File: src/rtl/fft_pkg.sv
// Shared types and width constants for the radix-2 DIT FFT butterfly scheduler.
package fft_pkg;

    localparam int LOG2N_DEFAULT = 4;
    localparam int LOG2N_MIN     = 2;
    localparam int LOG2N_MAX     = 10;
    localparam int STALL_CNT_W   = 16;

    typedef enum logic [1:0] {
        ST_IDLE,
        ST_ISSUE,
        ST_WAIT_WB,
        ST_DONE
    } fsm_state_e;

endpackage

File: src/rtl/fft_bfly_addr_gen.sv
// Combinational operand-address and twiddle-index generator for one butterfly
// (stage s, butterfly k) of an in-place radix-2 DIT FFT.
module fft_bfly_addr_gen
    import fft_pkg::*;
#(
    parameter int LOG2N = LOG2N_DEFAULT
) (
    input  logic [$clog2(LOG2N)-1:0] stage,
    input  logic [LOG2N-2:0]         k,
    output logic [LOG2N-1:0]         addr_a,
    output logic [LOG2N-1:0]         addr_b,
    output logic [LOG2N-2:0]         tw_idx
);

    localparam int SW = $clog2(LOG2N);
    localparam int KW = LOG2N - 1;
    localparam logic [SW:0] TW_TOP = (SW + 1)'(LOG2N - 1);

    logic [LOG2N-1:0] k_ext;
    logic [LOG2N-1:0] half;
    logic [LOG2N-1:0] pos;

    // Group base is (k >> s) << (s + 1); done as two shifts so the shift
    // amount never needs a wider stage field.
    always_comb begin
        k_ext  = {1'b0, k};
        half   = LOG2N'(1) << stage;
        pos    = k_ext & (half - LOG2N'(1));
        addr_a = (((k_ext >> stage) << stage) << 1) | pos;
        addr_b = addr_a + half;
        tw_idx = KW'(pos << (TW_TOP - {1'b0, stage}));
    end

endmodule

File: src/rtl/fft_bfly_sched.sv
// Radix-2 DIT FFT butterfly scheduler: issues operand descriptors stage by stage
// and waits for all write-backs before the next stage. Optional stall_cnt output
// is enabled by defining FFT_BFLY_SCHED_STATS_EN.
module fft_bfly_sched
    import fft_pkg::*;
#(
    parameter int LOG2N = LOG2N_DEFAULT
) (
    input  logic                     clk,
    input  logic                     rst_n,
    input  logic                     start,
    input  logic                     real_mode,
    output logic                     op_valid,
    input  logic                     op_ready,
    output logic [LOG2N-1:0]         addr_a,
    output logic [LOG2N-1:0]         addr_b,
    output logic [LOG2N-2:0]         tw_idx,
    output logic [$clog2(LOG2N)-1:0] stage,
    output logic                     complx_control,
    input  logic                     wb_ack,
    output logic                     busy,
    output logic                     done
`ifdef FFT_BFLY_SCHED_STATS_EN
    ,
    output logic [STALL_CNT_W-1:0]   stall_cnt
`endif
);

    localparam int SW = $clog2(LOG2N);
    localparam int KW = LOG2N - 1;
    localparam logic [KW-1:0]    K_LAST     = {KW{1'b1}};
    localparam logic [LOG2N-1:0] HALF_N     = LOG2N'(1) << KW;
    localparam logic [SW-1:0]    LAST_STAGE = SW'(LOG2N - 1);

    fsm_state_e       state_q, state_d;
    logic [SW-1:0]    stage_q, stage_d;
    logic [KW-1:0]    k_q, k_d;
    logic [LOG2N-1:0] ack_q, ack_d;
    logic             cplx_q, cplx_d;

    logic [LOG2N-1:0] gen_a, gen_b;
    logic [KW-1:0]    gen_tw;

    fft_bfly_addr_gen #(.LOG2N(LOG2N)) u_addr_gen (
        .stage  (stage_q),
        .k      (k_q),
        .addr_a (gen_a),
        .addr_b (gen_b),
        .tw_idx (gen_tw)
    );

    always_comb begin
        // NOTE: every signal gets a default first so no path can infer a latch.
        state_d  = state_q;
        stage_d  = stage_q;
        k_d      = k_q;
        ack_d    = ack_q;
        cplx_d   = cplx_q;
        op_valid = 1'b0;
        busy     = 1'b1;
        done     = 1'b0;

        // Write-backs count only while a stage is in flight, saturating at N/2.
        if (wb_ack && (ack_q != HALF_N) &&
            ((state_q == ST_ISSUE) || (state_q == ST_WAIT_WB))) begin
            ack_d = ack_q + LOG2N'(1);
        end

        case (state_q)
            ST_IDLE: begin
                busy = 1'b0;
                if (start) begin
                    state_d = ST_ISSUE;
                    stage_d = '0;
                    k_d     = '0;
                    ack_d   = '0;
                    cplx_d  = ~real_mode;
                end
            end
            ST_ISSUE: begin
                op_valid = 1'b1;
                if (op_ready) begin
                    if (k_q == K_LAST) begin
                        k_d     = '0;
                        state_d = ST_WAIT_WB;
                    end else begin
                        k_d = k_q + KW'(1);
                    end
                end
            end
            ST_WAIT_WB: begin
                if (ack_q == HALF_N) begin
                    ack_d = '0;
                    if (stage_q == LAST_STAGE) begin
                        state_d = ST_DONE;
                    end else begin
                        state_d = ST_ISSUE;
                        stage_d = stage_q + SW'(1);
                        cplx_d  = 1'b1;
                    end
                end
            end
            ST_DONE: begin
                done    = 1'b1;
                state_d = ST_IDLE;
            end
            default: state_d = ST_IDLE;
        endcase
    end

    // NOTE: state registers use non-blocking assignments so all flops update
    // together on the edge, independent of statement order.
    always_ff @(posedge clk or negedge rst_n) begin
        if (!rst_n) begin
            state_q <= ST_IDLE;
            stage_q <= '0;
            k_q     <= '0;
            ack_q   <= '0;
            cplx_q  <= 1'b0;
        end else begin
            state_q <= state_d;
            stage_q <= stage_d;
            k_q     <= k_d;
            ack_q   <= ack_d;
            cplx_q  <= cplx_d;
        end
    end

    // Addresses read as zero whenever no descriptor is on offer.
    assign addr_a         = op_valid ? gen_a  : '0;
    assign addr_b         = op_valid ? gen_b  : '0;
    assign tw_idx         = op_valid ? gen_tw : '0;
    assign stage          = stage_q;
    assign complx_control = cplx_q;

`ifdef FFT_BFLY_SCHED_STATS_EN
    logic [STALL_CNT_W-1:0] stall_q, stall_d;

    always_comb begin
        stall_d = stall_q;
        if ((state_q == ST_IDLE) && start) begin
            stall_d = '0;
        end else if (op_valid && !op_ready && (stall_q != {STALL_CNT_W{1'b1}})) begin
            stall_d = stall_q + STALL_CNT_W'(1);
        end
    end

    always_ff @(posedge clk or negedge rst_n) begin
        if (!rst_n) begin
            stall_q <= '0;
        end else begin
            stall_q <= stall_d;
        end
    end

    assign stall_cnt = stall_q;
`endif

endmodule

File: config.mk
export PLATFORM = sky130hd
export DESIGN_NAME = fft_bfly_sched
export DESIGN_NICKNAME = d
export VERILOG_FILES = /design/src/rtl/fft_pkg.sv /design/src/rtl/fft_bfly_addr_gen.sv /design/src/rtl/fft_bfly_sched.sv
export SDC_FILE = /design/constraint.sdc
export NUM_CORES = 1
export LEC_CHECK = 0
export BUFFER_PORTS_ARGS = -buffer_cell sky130_fd_sc_hd__buf_2
export CORE_MARGIN = 2
export CORE_UTILIZATION = 45
export CTS_BUF_LIST = sky130_fd_sc_hd__clkbuf_2 sky130_fd_sc_hd__clkbuf_4 sky130_fd_sc_hd__clkbuf_8
export DETAILED_ROUTE_END_ITERATION = 16
export PLACE_DENSITY = 0.77
export SLEW_MARGIN = 20
export SYNTH_ARGS = -nofsm -noshare
export SYNTH_HDL_FRONTEND = slang
export SYNTH_SLANG_ARGS = --single-unit
File: constraint.sdc
create_clock -name clk -period 2.7 [get_ports clk]
set_clock_uncertainty 0.15 [all_clocks]
set_input_delay 0.27 -clock clk [delete_from_list [all_inputs] [get_ports clk]]
set_output_delay 0.27 -clock clk [all_outputs]
set_load 0.005 [all_outputs]
### Word level (Yosys, flattened, before mapping)

Index checks and enable logic that the tools add are counted.

| word-level totals | value |
|---|---|
| input port bits | 6 |
| output and inout bits | 17 |
| register bits after elaboration | 12 |
| word-level logic and storage cells | 67 |

| cells by class | value |
|---|---|
| bitwise operators | 3 |
| $add $sub $neg | 6 |
| reduce and logical (&&, ||, !) cells | 9 |
| equal/unequal tests | 12 |
| muxes and demuxes | 28 |
| shifts and indexed selects | 4 |

Operator list:

| kind | count |
|---|---|
| 2-to-1 mux 4 bit | 5 |
| 2-to-1 mux 2 bit | 8 |
| 2-to-1 mux 3 bit | 4 |
| one-hot mux 2 bit (4 select lines) | 1 |
| one-hot mux 4 bit (2 select lines) | 1 |
| AND reduction 4 bit | 2 |
| == test 2 bit (second input constant) | 3 |
| 2-to-1 mux 1 bit | 6 |
| inequality test 2 bit (second input constant) | 3 |
| one-hot mux 3 bit (2 select lines) | 1 |
| adder 4 x 1 -> 4 bit (second input constant) | 1 |
| adder 4 bit | 1 |
| AND 3 x 4 -> 4 bit | 1 |
| == test 4 bit (second input constant) | 1 |
| inequality test 2 x 1 -> 1 bit (second input constant) | 2 |
| inequality test 4 bit (second input constant) | 1 |
| bitwise OR 4 bit | 1 |
| one-hot mux 2 bit (2 select lines) | 1 |
| nonzero test 2 bit | 2 |
| left shift 1 x 2 -> 4 bit (first input constant) | 1 |
| left shift 4 x 2 -> 3 bit | 1 |
| left shift 4 x 3 -> 3 bit | 1 |
| right shift 3 x 2 -> 4 bit | 1 |
| subtractor 4 x 1 -> 4 bit (second input constant) | 1 |
| other kinds (11) | 12 |

### Logic depth before layout (Yosys ltp)

Gate-level depths: netlist of run 1.

| depth | value |
|---|---|
| depth after elaboration | 6 |
| depth in mapped cells | 8 |
| mapped depth without buffers | 8 |

### Hierarchy

Synthesis of run 1 repeated with hierarchy kept, for this count alone.

| second synthesis, totals | value |
|---|---|
| cell total of the unflattened synthesis | 126 |
| area, all modules | 1118.6 um^2 |

By module, submodules not included:

| module | cells an instance | sequential area each (um^2) | times used | area an instance (um^2) |
|---|---|---|---|---|
| fft_bfly_sched | 100 | 300.3 | 1 | 913.4 |
| fft_bfly_addr_gen | 26 | 0.0 | 1 | 205.2 |

### Least setup slack after synthesis of run 1

No wires, ideal clock.

| timing path | value |
|---|---|
| kind | reg2out |
| start | register stage_q[0] (netlist: stage[0]) |
| end | output addr_b[3] |
| setup slack | 0.509 ns |
| required time | 2.280 ns |
| cell stages (with the launch flop) | 9 |
| path buffers | 1 |
| arrival | 1.771 ns |
| cell sequence | dfrtp_1 > clkbuf_1 > inv_1 > ha_1 > ha_1 > a21oi_1 > xnor2_1 > xnor2_1 > nor2_1 |

| between the ends | value |
|---|---|
| word-level cells in the longest chain between the ends | 6 |
| elaborated cells between the ends (all ways) | 8 |
| classes of those cells | add/sub (2); shift (3); mux (1); bitwise (2) |

RTL lines:

| item | line | text |
|---|---|---|
| start, declared | fft_bfly_sched.sv:36 | `logic [SW-1:0] stage_q, stage_d;` |
| start signal, assigned | fft_bfly_sched.sv:122 | `stage_q <= stage_d;` |
| left shift 1 x 2 -> 4 bit | fft_bfly_addr_gen.sv:27 | `half = LOG2N'(1) << stage;` |
| subtractor 4 x 1 -> 4 bit | fft_bfly_addr_gen.sv:28 | `pos = k_ext & (half - LOG2N'(1));` |
| AND 3 x 4 -> 4 bit | fft_bfly_addr_gen.sv:28 |  |
| bitwise OR 4 bit | fft_bfly_addr_gen.sv:29 | `addr_a = (((k_ext >> stage) << stage) << 1) \| pos;` |
| adder 4 bit * | fft_bfly_addr_gen.sv:30 | `addr_b = addr_a + half;` |
| 2-to-1 mux 4 bit * | fft_bfly_sched.sv:131 | `assign addr_b = op_valid ? gen_b : '0;` |
| end, declared | fft_bfly_sched.sv:16 | `output logic [LOG2N-1:0] addr_b,` |

Every way passes the cells marked *; elsewhere a longest branch is shown, timed or not.

### Final worst setup path of run 1

| timing path | value |
|---|---|
| start | register stage_q[1] (netlist: stage[1]) |
| end | output addr_b[3] |

Same word-level chain as after synthesis.

==> flow_summary.ini, run 1 <==
[timing]
finalHoldViolCount = 0
fin_setup_tns_ns = 0
rsz0062_at_grt = false
report.final.slew_viol_count = 0
fin_crit_ns = 2.517
setup-violations-final = 0
clock.fmax_mhz = 397.3
min_period_over_period_pct = 93.22

[global_routing]
pin_count_of_the_biggest_net_entering_global_routing = 14
grt_pass1_wl_mm = 4.043
grt_antenna_before_repair = 0
grt-ovfl-total = 0
grt_pass1_vias = 943
groute.usage.overall_pct = 19.86

[floorplan]
rows = 17
floorplan.die.width_um = 52.59
initial_core_util_pct = 48.02
ioPinCount = 23
die_h_um = 52.59
core_mm2 = 0.002212
die_area_mm2 = 0.002765

[synthesis]
synth_compound_area_share_pct = 19.20
number_of_enable_type_register_cells_in_the_synthesized_netlist = 0
postSynthRegisterBits = 12
synth_fp_nets = 142
ys.warnings.count = 0
yosys.cell_count.top_type = nor2_1
ys_async_sr_fraction_pct = 100.0
part_of_the_yosys_area_used_for_sequential_elements_pct = 28.27
post_synth_num_cell_types = 40
yosys_most_used_dff = dfrtp_1
synth.area.top_cells = dfrtp_1 (28%), ha_1 (18%), nor2_1 (5.7%), xnor2_1 (4.1%), a21oi_1 (3.8%)
synth_top_family_by_area = simple AND/OR/NAND/NOR gates
synth_top_area_cell = dfrtp_1
synth_xor_xnor_area_share_pct = 4.122
synth_adder_area_share_pct = 19.55
syn_area_mm2 = 0.001062
synthesis.instances = 120
post_synth_mux_area_share_pct = 1.885
yosys.area_share.simple_pct = 21.44
synth.cells.most_frequent = nor2_1 (16), ha_1 (15), dfrtp_1 (12)
synthDominantCellAreaShare_pct = 28.27
syn-mean-instance-area_um2 = 8.852

[power]
static_leak_nw = 0.6244
ir_drop_mv = 0.6502
powerDensity_mw_per_mm2 = 797.0

[setup_path]
worstPathMaxFanout = 10
path_class = reg -> out
ff2ff_setup_slack_ns = 0.70
critical_path.startpoint_type = register
timing.critical_path.arrival_ns = 2.10
crit_required_ns = 2.28
regToRegEndpoint = stage[1]$_DFFE_PN0P_
crit_start = stage[1]$_DFFE_PN0P_
ff2ff_path_depth = 6
r2r_start = state_q[0]$_DFFE_PN0P_
timing.critical_path.to_type = output pin

[run]
cap_violations = 0

[place]
io_buffer_count = 22
gp_routability_congestion = 0.7562
dp.final_hpwl_mm = 1.767

[cts]
cts_sinks = 12
cts_htree_levels = 1
cts_max_path_buffers = 2
cts.clk_slew.worst_paths_ns = 0.06
clk_latency_ns = 0.27
cts_buffers = 3
tritoncts_clock_tree = built
root_buffer = clkbuf_4

[status]
outcome = completed

[detailed_routing]
detailroute.via_count = 946
drt_drc_violations_left = 0
avgViaCountPerCell = 5.437
route.detailed.wl_per_inst_um = 13.09
detail_route.wirelength_mm = 2.277
dr.first_iter.drc_count = 21
detail_route.first_pass.iterations = 4
route.antenna.remaining_nets = 0

[hold_path]
endpoint_worst_hold = complx_control$_DFFE_PN0P_
hold_path.class = in -> reg
hold_depth = 4
hold_path.startpoint = real_mode

[layout]
postLayoutCoreUtil_pct = 57.01
fraction_of_final_layout_cells_with_drive_strength_greater_than_1_pct = 26.71
layout.filler_cells = 194
flow.area_growth_from_synthesis_pct = 18.73
final_net_count = 170
diodes = 0
registers in the layout, indices dropped and copies added (netlist names):
| name | cells |
|---|---|
| complx_control | 1 |
| ack_q | 4 |
| state_q | 2 |
| k_q | 3 |
| stage | 2 |
layer usage:
metal	vias to the layer above	wire length, um	part of all wire [%]	track usage [%]
met2	28	1146	50	34.38
li1	469	-	-	-
met3	9	100	4.4	4.857
met5	-	0	0	0
met1	440	974	43	21.93
met4	0	56	2.5	11.11
kinds of logic (layout without fill, tap and decap cells):
kind of cell    count (synthesis)  after routing
fa+ha+maj                      16             16
other cells                     1              1
xor+xnor                        5              5
buf+inv                        13             39
flops                          12             12
compound gates                 29             29
mux                             2              2
simple gates                   42             42
report_power, final:
| part | internal, mW | total [mW] | switching [mW] |
|---|---|---|---|
| clock network | 0.0515 | 0.102 | 0.0501 |
| logic | 0.263 | 0.602 | 0.339 |
| registers | 0.235 | 0.301 | 0.0666 |
cells in the final DEF (no fill, tap or decap), types with 2 or more instances in the layout:
master    count
mux2i_1       2
nand3_1       3
nor2_1       16
a21oi_1       7
a31oi_1       4
nand2_1       6
dfrtp_1      10
inv_1         8
a21oi_2       2
dfrtp_2       2
and2_1        4
xnor2_1       5
buf_4         4
o21ai_0       5
nand2b_1      2
clkbuf_4      3
buf_2        22
nor3_1        2
ha_1         15
a21boi_0      2
final cells by class:
| class | instances | area [um^2] | area share, % |
|---|---|---|---|
| multi-input cells | 95 | 716.9 | 56.85 |
| flip-flops and latches | 12 | 302.8 | 24.01 |
| repair buffers | 27 | 150.1 | 11.90 |
| well taps | 28 | 35.03 | 2.778 |
| inverters | 9 | 33.78 | 2.679 |
| clock buffers | 3 | 22.52 | 1.786 |
metrics by stage:
stage,instances,setup slack [ns],total power [mW],cell area (um^2),hold slack (ns)
floorplan,120,0.5095,0.7305,1062,-0.1756
global placement,167,0.4661,0.8668,1194,0.01439
detailed placement,167,0.3537,0.8948,1194,0.01078
CTS,171,0.04781,1.004,1226,0.1897
global route,174,0.03110,1.107,1261,0.1805
finish,174,0.1832,1.005,1261,0.1924
worst max-delay path by stage:
stage                 to
6_report       addr_b[3]
4_1_cts        addr_b[3]
2_1_floorplan  addr_b[3]
5_1_grt        addr_b[3]
3_3_place_gp   addr_b[3]
3_5_place_dp   addr_b[3]
repair_timing:
| action | CTS | global route |
|---|---|---|
| buffers inserted | 0 | 3 |
| resized for setup | 0 | 4 |
| hold buffers | 1 | 0 |
| setup endpoints to repair | 0 | 1 |
| endpoints found under the hold margin | 12 | 0 |
worst max-delay path, cell delays in order, from the launching register on:
cell,delay [ns]
dfrtp_2,0.47
ha_1,0.22
nand2_1,0.07
o21ai_0,0.12
ha_1,0.35
a21oi_2,0.15
xnor2_1,0.14
xnor2_1,0.13
nor2_1,0.05
buf_2,0.12
Power figures use the tool's default switching activity.
==> run 2, diff against run 1 <==
Clock period 2.7 ns to 2.93 ns, I/O delays scaled along.
==> run 2 against run 1 <==
  * Clock power about the same
  * Final cell count is 1.7% lower
  * Power down 7.9%
  * Sequential power fell by 8.0%
  * Critical path type unchanged
  * Largest cell class unchanged
==> flow_summary.ini, run 2 (same netlist as run 1, synthesis figures left out) <==
[global_routing]
grt_pass1_wl_mm = 4.105
grt-ovfl-total = 0
groute.usage.overall_pct = 20.34
grt_pass1_vias = 933
grt_antenna_before_repair = 0
pin_count_of_the_biggest_net_entering_global_routing = 14

[layout]
diodes = 0
max_flop_register = ack_q
max_ffs_per_register = 4
flow.area_growth_from_synthesis_pct = 15.43
final_net_count = 167
final_cell_mix = buf_2 (22), nor2_1 (16), ha_1 (15)
postLayoutCoreUtil_pct = 55.43
reg.largest.list = ack_q x4, k_q x3
postLayoutCellArea_mm2 = 0.001226
fraction_of_final_layout_cells_with_drive_strength_greater_than_1_pct = 22.38
layout.cells.most_common = buf_2

[setup_path]
r2r_start = state_q[0]$_DFFE_PN0P_
critical_path.startpoint_type = register
worstPathMaxFanout = 13
timing.critical_path.arrival_ns = 2.26
crit_required_ns = 2.49
crit_start = stage[0]$_DFFE_PN0P_
path_class = reg -> out
timing.critical_path.to_type = output pin

[hold_path]
hold_path.startpoint = real_mode
hold_path.class = in -> reg

[place]
io_buffer_count = 22
detailed_place.area_mm2 = 0.001194
dp.final_hpwl_mm = 1.772
gp_routability_congestion = 0.7562

[floorplan]
initial_core_util_pct = 48.02
die_area_mm2 = 0.002765
floorplan.die.width_um = 52.59
die_h_um = 52.59
ioPinCount = 23
core_mm2 = 0.002212
rows = 17

[cts]
resized_cells_post_cts = 0
clk_latency_ns = 0.27
cts_max_path_buffers = 2
cts_hold_bufs = 1
cts_htree_levels = 1
root_buffer = clkbuf_4
cts.clk_slew.worst_paths_ns = 0.07
cts_sinks = 12
cts_buffers = 3
tritoncts_clock_tree = built
cts_setup_buffers = 0

[detailed_routing]
avgViaCountPerCell = 5.497
drt_drc_violations_left = 0
detail_route.wirelength_mm = 2.288
dr.first_iter.drc_count = 20
route.antenna.remaining_nets = 0
detail_route.first_pass.iterations = 4
route.detailed.wl_per_inst_um = 13.38
detailroute.via_count = 940

[power]
ir_drop_mv = 0.4961
report.power.total_mw = 0.9255
powerDensity_mw_per_mm2 = 754.7
static_leak_nw = 0.6099

[timing]
setup-violations-final = 0
report.final.slew_viol_count = 0
finalHoldViolCount = 0
rsz0062_at_grt = false
fin_crit_ns = 2.699
fin_setup_tns_ns = 0
min_period_over_period_pct = 92.11
clock.fmax_mhz = 370.5

[run]
cap_violations = 0

[status]
outcome = completed
run 2: changes by cell type in the layout (fill, tap and decap cells not counted):
cell     before  now
buf_4         4    1
o22ai_2       1    0
o22ai_1       0    1
dfrtp_1      10   12
a21oi_1       7    8
a21oi_2       2    1
dfrtp_2       2    0
run 2: worst paths after layout:
path | to | slack (ns) | depth (start not counted)
hold / removal | complx_control$_DFFE_PN0P_ | 0.20 | 4
setup reg to reg | stage[1]$_DFFE_PN0P_ | 0.97 | 6
setup / recovery | addr_b[3] | 0.23 | 9
hold reg to reg | complx_control$_DFFE_PN0P_ | 0.39 | 2
min in group asynchronous | state_q[0]$_DFFE_PN0P_ | 0.27 | 2
max in group asynchronous | k_q[1]$_DFFE_PN0P_ | 2.15 | 2
run 2: stage by stage:
step,hold slack (ns),cells,setup slack (ns)
2_1_floorplan,-0.1526,120,0.7165
3_3_place_gp,0.03739,167,0.6731
3_5_place_dp,0.03126,167,0.5588
4_1_cts,0.2089,171,0.2539
5_1_grt,0.2123,171,0.06745
6_report,0.2021,171,0.2312
run 2: metal layers:
layer	up-vias	global-route usage, %	share of wire, %
li1	462	-	-
met3	4	3.429	4.7
met1	444	24.42	43
met5	-	0	0
met4	0	12.82	2.0
met2	30	33.33	50
run 2: power breakdown:
group / switching [mW] / total, mW / internal, mW
sequential: 0.0611 / 0.277 / 0.216
combinational: 0.307 / 0.547 / 0.240
clock: 0.0535 / 0.101 / 0.0477
total: 0.422 / 0.925 / 0.503
run 2: layout make-up:
class | count | area [um^2]
fillers | 207 | 985.9
multi-input cells | 95 | 706.9
flip-flops and latches | 12 | 300.3
repair buffers | 24 | 127.6
well taps | 28 | 35.03
inverters | 9 | 33.78
clock buffers | 3 | 22.52
run 2: worst max-delay path, cell delays in order, from the launching register on:
cell and delay (ns):
dfrtp_1 0.52, ha_1 0.29, nand2_1 0.06, o21ai_0 0.12, ha_1 0.34, a21oi_1 0.18
xnor2_1 0.16, xnor2_1 0.13, nor2_1 0.05, buf_2 0.12
==> run 3, diff against run 2 <==
Settings changed: SYNTH_HIERARCHICAL from default to 1.
==> run 3 against run 2 <==
  * First-iteration DRC count down 55%
  * Final cell count is 2.9% higher
  * Sequential share of layout area is 0.51 points lower
  * Synthesized area rose by 5.3%
  * Largest cell class unchanged
  * Critical path depth down 3
  * Clock power up 34%
  * Sequential cell count unchanged
  * Via count up 2.4%
==> flow_summary.ini, run 3 <==
[setup_path]
r2r_start = state_q[1]$_DFFE_PN0P_
worst_path_largest_cell_delay_ns = 0.60
worst-path-buf-inv = 1
timing.critical_path.arrival_ns = 2.09
regToRegEndpoint = k_q[0]$_DFFE_PN0P_
cpLargestDelayFamily = flip-flops
timing.critical_path.to_type = output pin
ff2ff_setup_slack_ns = 0.94
crit_required_ns = 2.49
critical-path-slowest-cell = dfrtp_1
crit_path_cell_trace = nor2_1, a22o_1, fa_1, xor2_1, and2_1, buf_2
ff2ff_path_depth = 5
worstPathMaxFanout = 14
critical_path.startpoint_type = register
path_class = reg -> out

[synthesis]
part_of_the_yosys_area_used_for_sequential_elements_pct = 26.85
synth.cells.most_frequent = dfrtp_1 (12), and2_1 (11), ha_1 (11)
yosys.cell_count.top_type = dfrtp_1
number_of_enable_type_register_cells_in_the_synthesized_netlist = 0
synthDominantCellAreaShare_pct = 26.85
postSynthRegisterBits = 12
syn-mean-instance-area_um2 = 8.878
ys_async_sr_fraction_pct = 100.0
synthesis.instances = 126
synth_top_area_cell = dfrtp_1
post_synth_num_cell_types = 43
syn_area_mm2 = 0.001119
yosys_most_used_dff = dfrtp_1
synth.area.top_cells = dfrtp_1 (27%), ha_1 (12%), and2_1 (6.2%), mux2i_1 (4.5%), a21oi_1 (4.0%)
ys.warnings.count = 6
synth_fp_nets = 144

[cts]
root_buffer = clkbuf_4
resized_cells_post_cts = 0
cts_max_path_buffers = 2
cts_sinks = 12
cts_htree_levels = 1
tritoncts_clock_tree = built
cts.clk_slew.worst_paths_ns = 0.09
cts_buffers = 3
clk_latency_ns = 0.28

[floorplan]
die_h_um = 53.86
initial_core_util_pct = 46.42
die_area_mm2 = 0.002900
rows = 18
floorplan.die.width_um = 53.86
ioPinCount = 23
core_mm2 = 0.002410

[layout]
fraction_of_final_layout_cells_with_drive_strength_greater_than_1_pct = 21.23
layout.cells.most_common = buf_2
postLayoutCellArea_mm2 = 0.001252
max_flop_register = ack_q
flow.area_growth_from_synthesis_pct = 11.97
final_cell_mix = buf_2 (22), dfrtp_1 (12), and2_1 (11), ha_1 (11), a21oi_1 (9)
reg.largest.list = ack_q x4, k_q x3
diodes = 0
max_ffs_per_register = 4
final_net_count = 165

[detailed_routing]
detail_route.wirelength_mm = 2.133
avgViaCountPerCell = 5.472
detailroute.via_count = 963
detail_route.first_pass.iterations = 4
drt_drc_violations_left = 0
route.antenna.remaining_nets = 0
route.detailed.wl_per_inst_um = 12.12
dr.first_iter.drc_count = 9

[power]
ir_drop_mv = 0.7257
power.switching_mw = 0.4551
switching_share_pct = 43.71
power.clock.fraction_pct = 13.0
static_leak_nw = 0.6165
p_int_mw = 0.5861
powerDensity_mw_per_mm2 = 831.3
pwr-share-comb_pct = 57.3
sequentialPowerShare_pct = 29.7

[global_routing]
global_route.usage.met2_pct = 26.63
grt-ovfl-total = 0
gr-usage-met3_pct = 2.500
pin_count_of_the_biggest_net_entering_global_routing = 23
grt_util_met1_pct = 21.90
grt_pass1_vias = 832
grt_antenna_before_repair = 0
groute.usage.overall_pct = 16.63
global_route.peak_usage_layer = met2
grt_pass1_wl_mm = 3.539

[hold_path]
hold_depth = 3
hold_path.startpoint = wb_ack
hold_path.class = in -> reg
endpoint_worst_hold = ack_q[1]$_DFF_PN0_

[timing]
fin_crit_ns = 2.537
min_period_over_period_pct = 86.57
max_slew.worst_pin.slew_ns = 0.6218
slew-limit-headroom_pct = 58.54
rsz0062_at_grt = false
fin_setup_tns_ns = 0
clock.fmax_mhz = 394.2
finalHoldViolCount = 0
report.final.slew_viol_count = 0
setup-violations-final = 0

[status]
outcome = completed

[place]
gp_routability_congestion = 0.8049
dp.final_hpwl_mm = 1.651
detailed_place.area_mm2 = 0.001206
io_buffer_count = 22

[run]
cap_violations = 0
## run 3: area by class of cell
cell class / instances / area, um^2
clock buffers: 4 / 36.28
fillers: 228 / 1157
inverters: 8 / 30.03
multi-input cells: 99 / 728.2
flip-flops and latches: 12 / 300.3
well taps: 30 / 37.54
repair buffers: 23 / 120.1
## run 3: worst max-delay path by stage
stage / start / to / slack (ns) / cells past startpoint
2_1_floorplan: stage[1]$_DFFE_PN0P_ / addr_b[2] / 0.95 / 5
3_3_place_gp: stage[1]$_DFFE_PN0P_ / addr_b[2] / 0.79 / 6
3_5_place_dp: stage[1]$_DFFE_PN0P_ / addr_b[2] / 0.71 / 6
4_1_cts: stage[1]$_DFFE_PN0P_ / addr_b[2] / 0.40 / 6
5_1_grt: stage[1]$_DFFE_PN0P_ / addr_b[2] / 0.28 / 6
6_report: stage[0]$_DFFE_PN0P_ / addr_b[2] / 0.39 / 6
## run 3: cell families after synthesis
| group | count (synthesis) | share of synthesized area, % |
|---|---|---|
| compound gates | 29 | 17.00 |
| xor+xnor | 2 | 1.566 |
| fa+ha+maj | 12 | 14.09 |
| buf+inv | 15 | 8.054 |
| flops | 12 | 26.85 |
| mux | 6 | 5.481 |
| other cells | 1 | 0.3352 |
| simple gates | 49 | 26.62 |
## run 3: routing by layer
metal	routed length, um	part of all wire (%)	vias up
li1	-	-	485
met1	1034	48	449
met2	959	45	25
met3	112	5.3	4
met4	27	1.3	0
met5	0	0	-
## run 3: timing repair
item,CTS,global route
endpoints found under the setup margin,0,0
hold endpoints to repair,12,0
hold buffers,1,0
buffers inserted,0,0
## run 3: power by group through the flow
stage               Sequential, mW  Clock [mW]  Combinational [mW]
finish                       0.309       0.135               0.597
global route                 0.320       0.147               0.685
CTS                          0.308       0.141               0.605
detailed placement           0.312           0               0.601
global placement             0.306           0               0.576
floorplan                    0.284           0               0.495
## run 3: worst min-delay path, stage by stage
cell and delay, ns:
buf_2 0.11, nand4_1 0.06, a21oi_1 0.06
## run 3: through the flow
| step | util (%) | instances | setup WS, ns | hold WS, ns | total power, mW |
|---|---|---|---|---|---|
| final | 51.97 | 176 | 0.3934 | 0.1314 | 1.041 |
| after global routing | 51.97 | 176 | 0.2764 | 0.1359 | 1.152 |
| after CTS | 51.97 | 176 | 0.3974 | 0.1293 | 1.054 |
| after detailed placement | 50.05 | 171 | 0.7116 | 0.04403 | 0.9123 |
| after global placement | 50.05 | 171 | 0.7908 | 0.04113 | 0.8822 |
| after floorplan | - | 126 | 0.9521 | -0.1526 | 0.7791 |
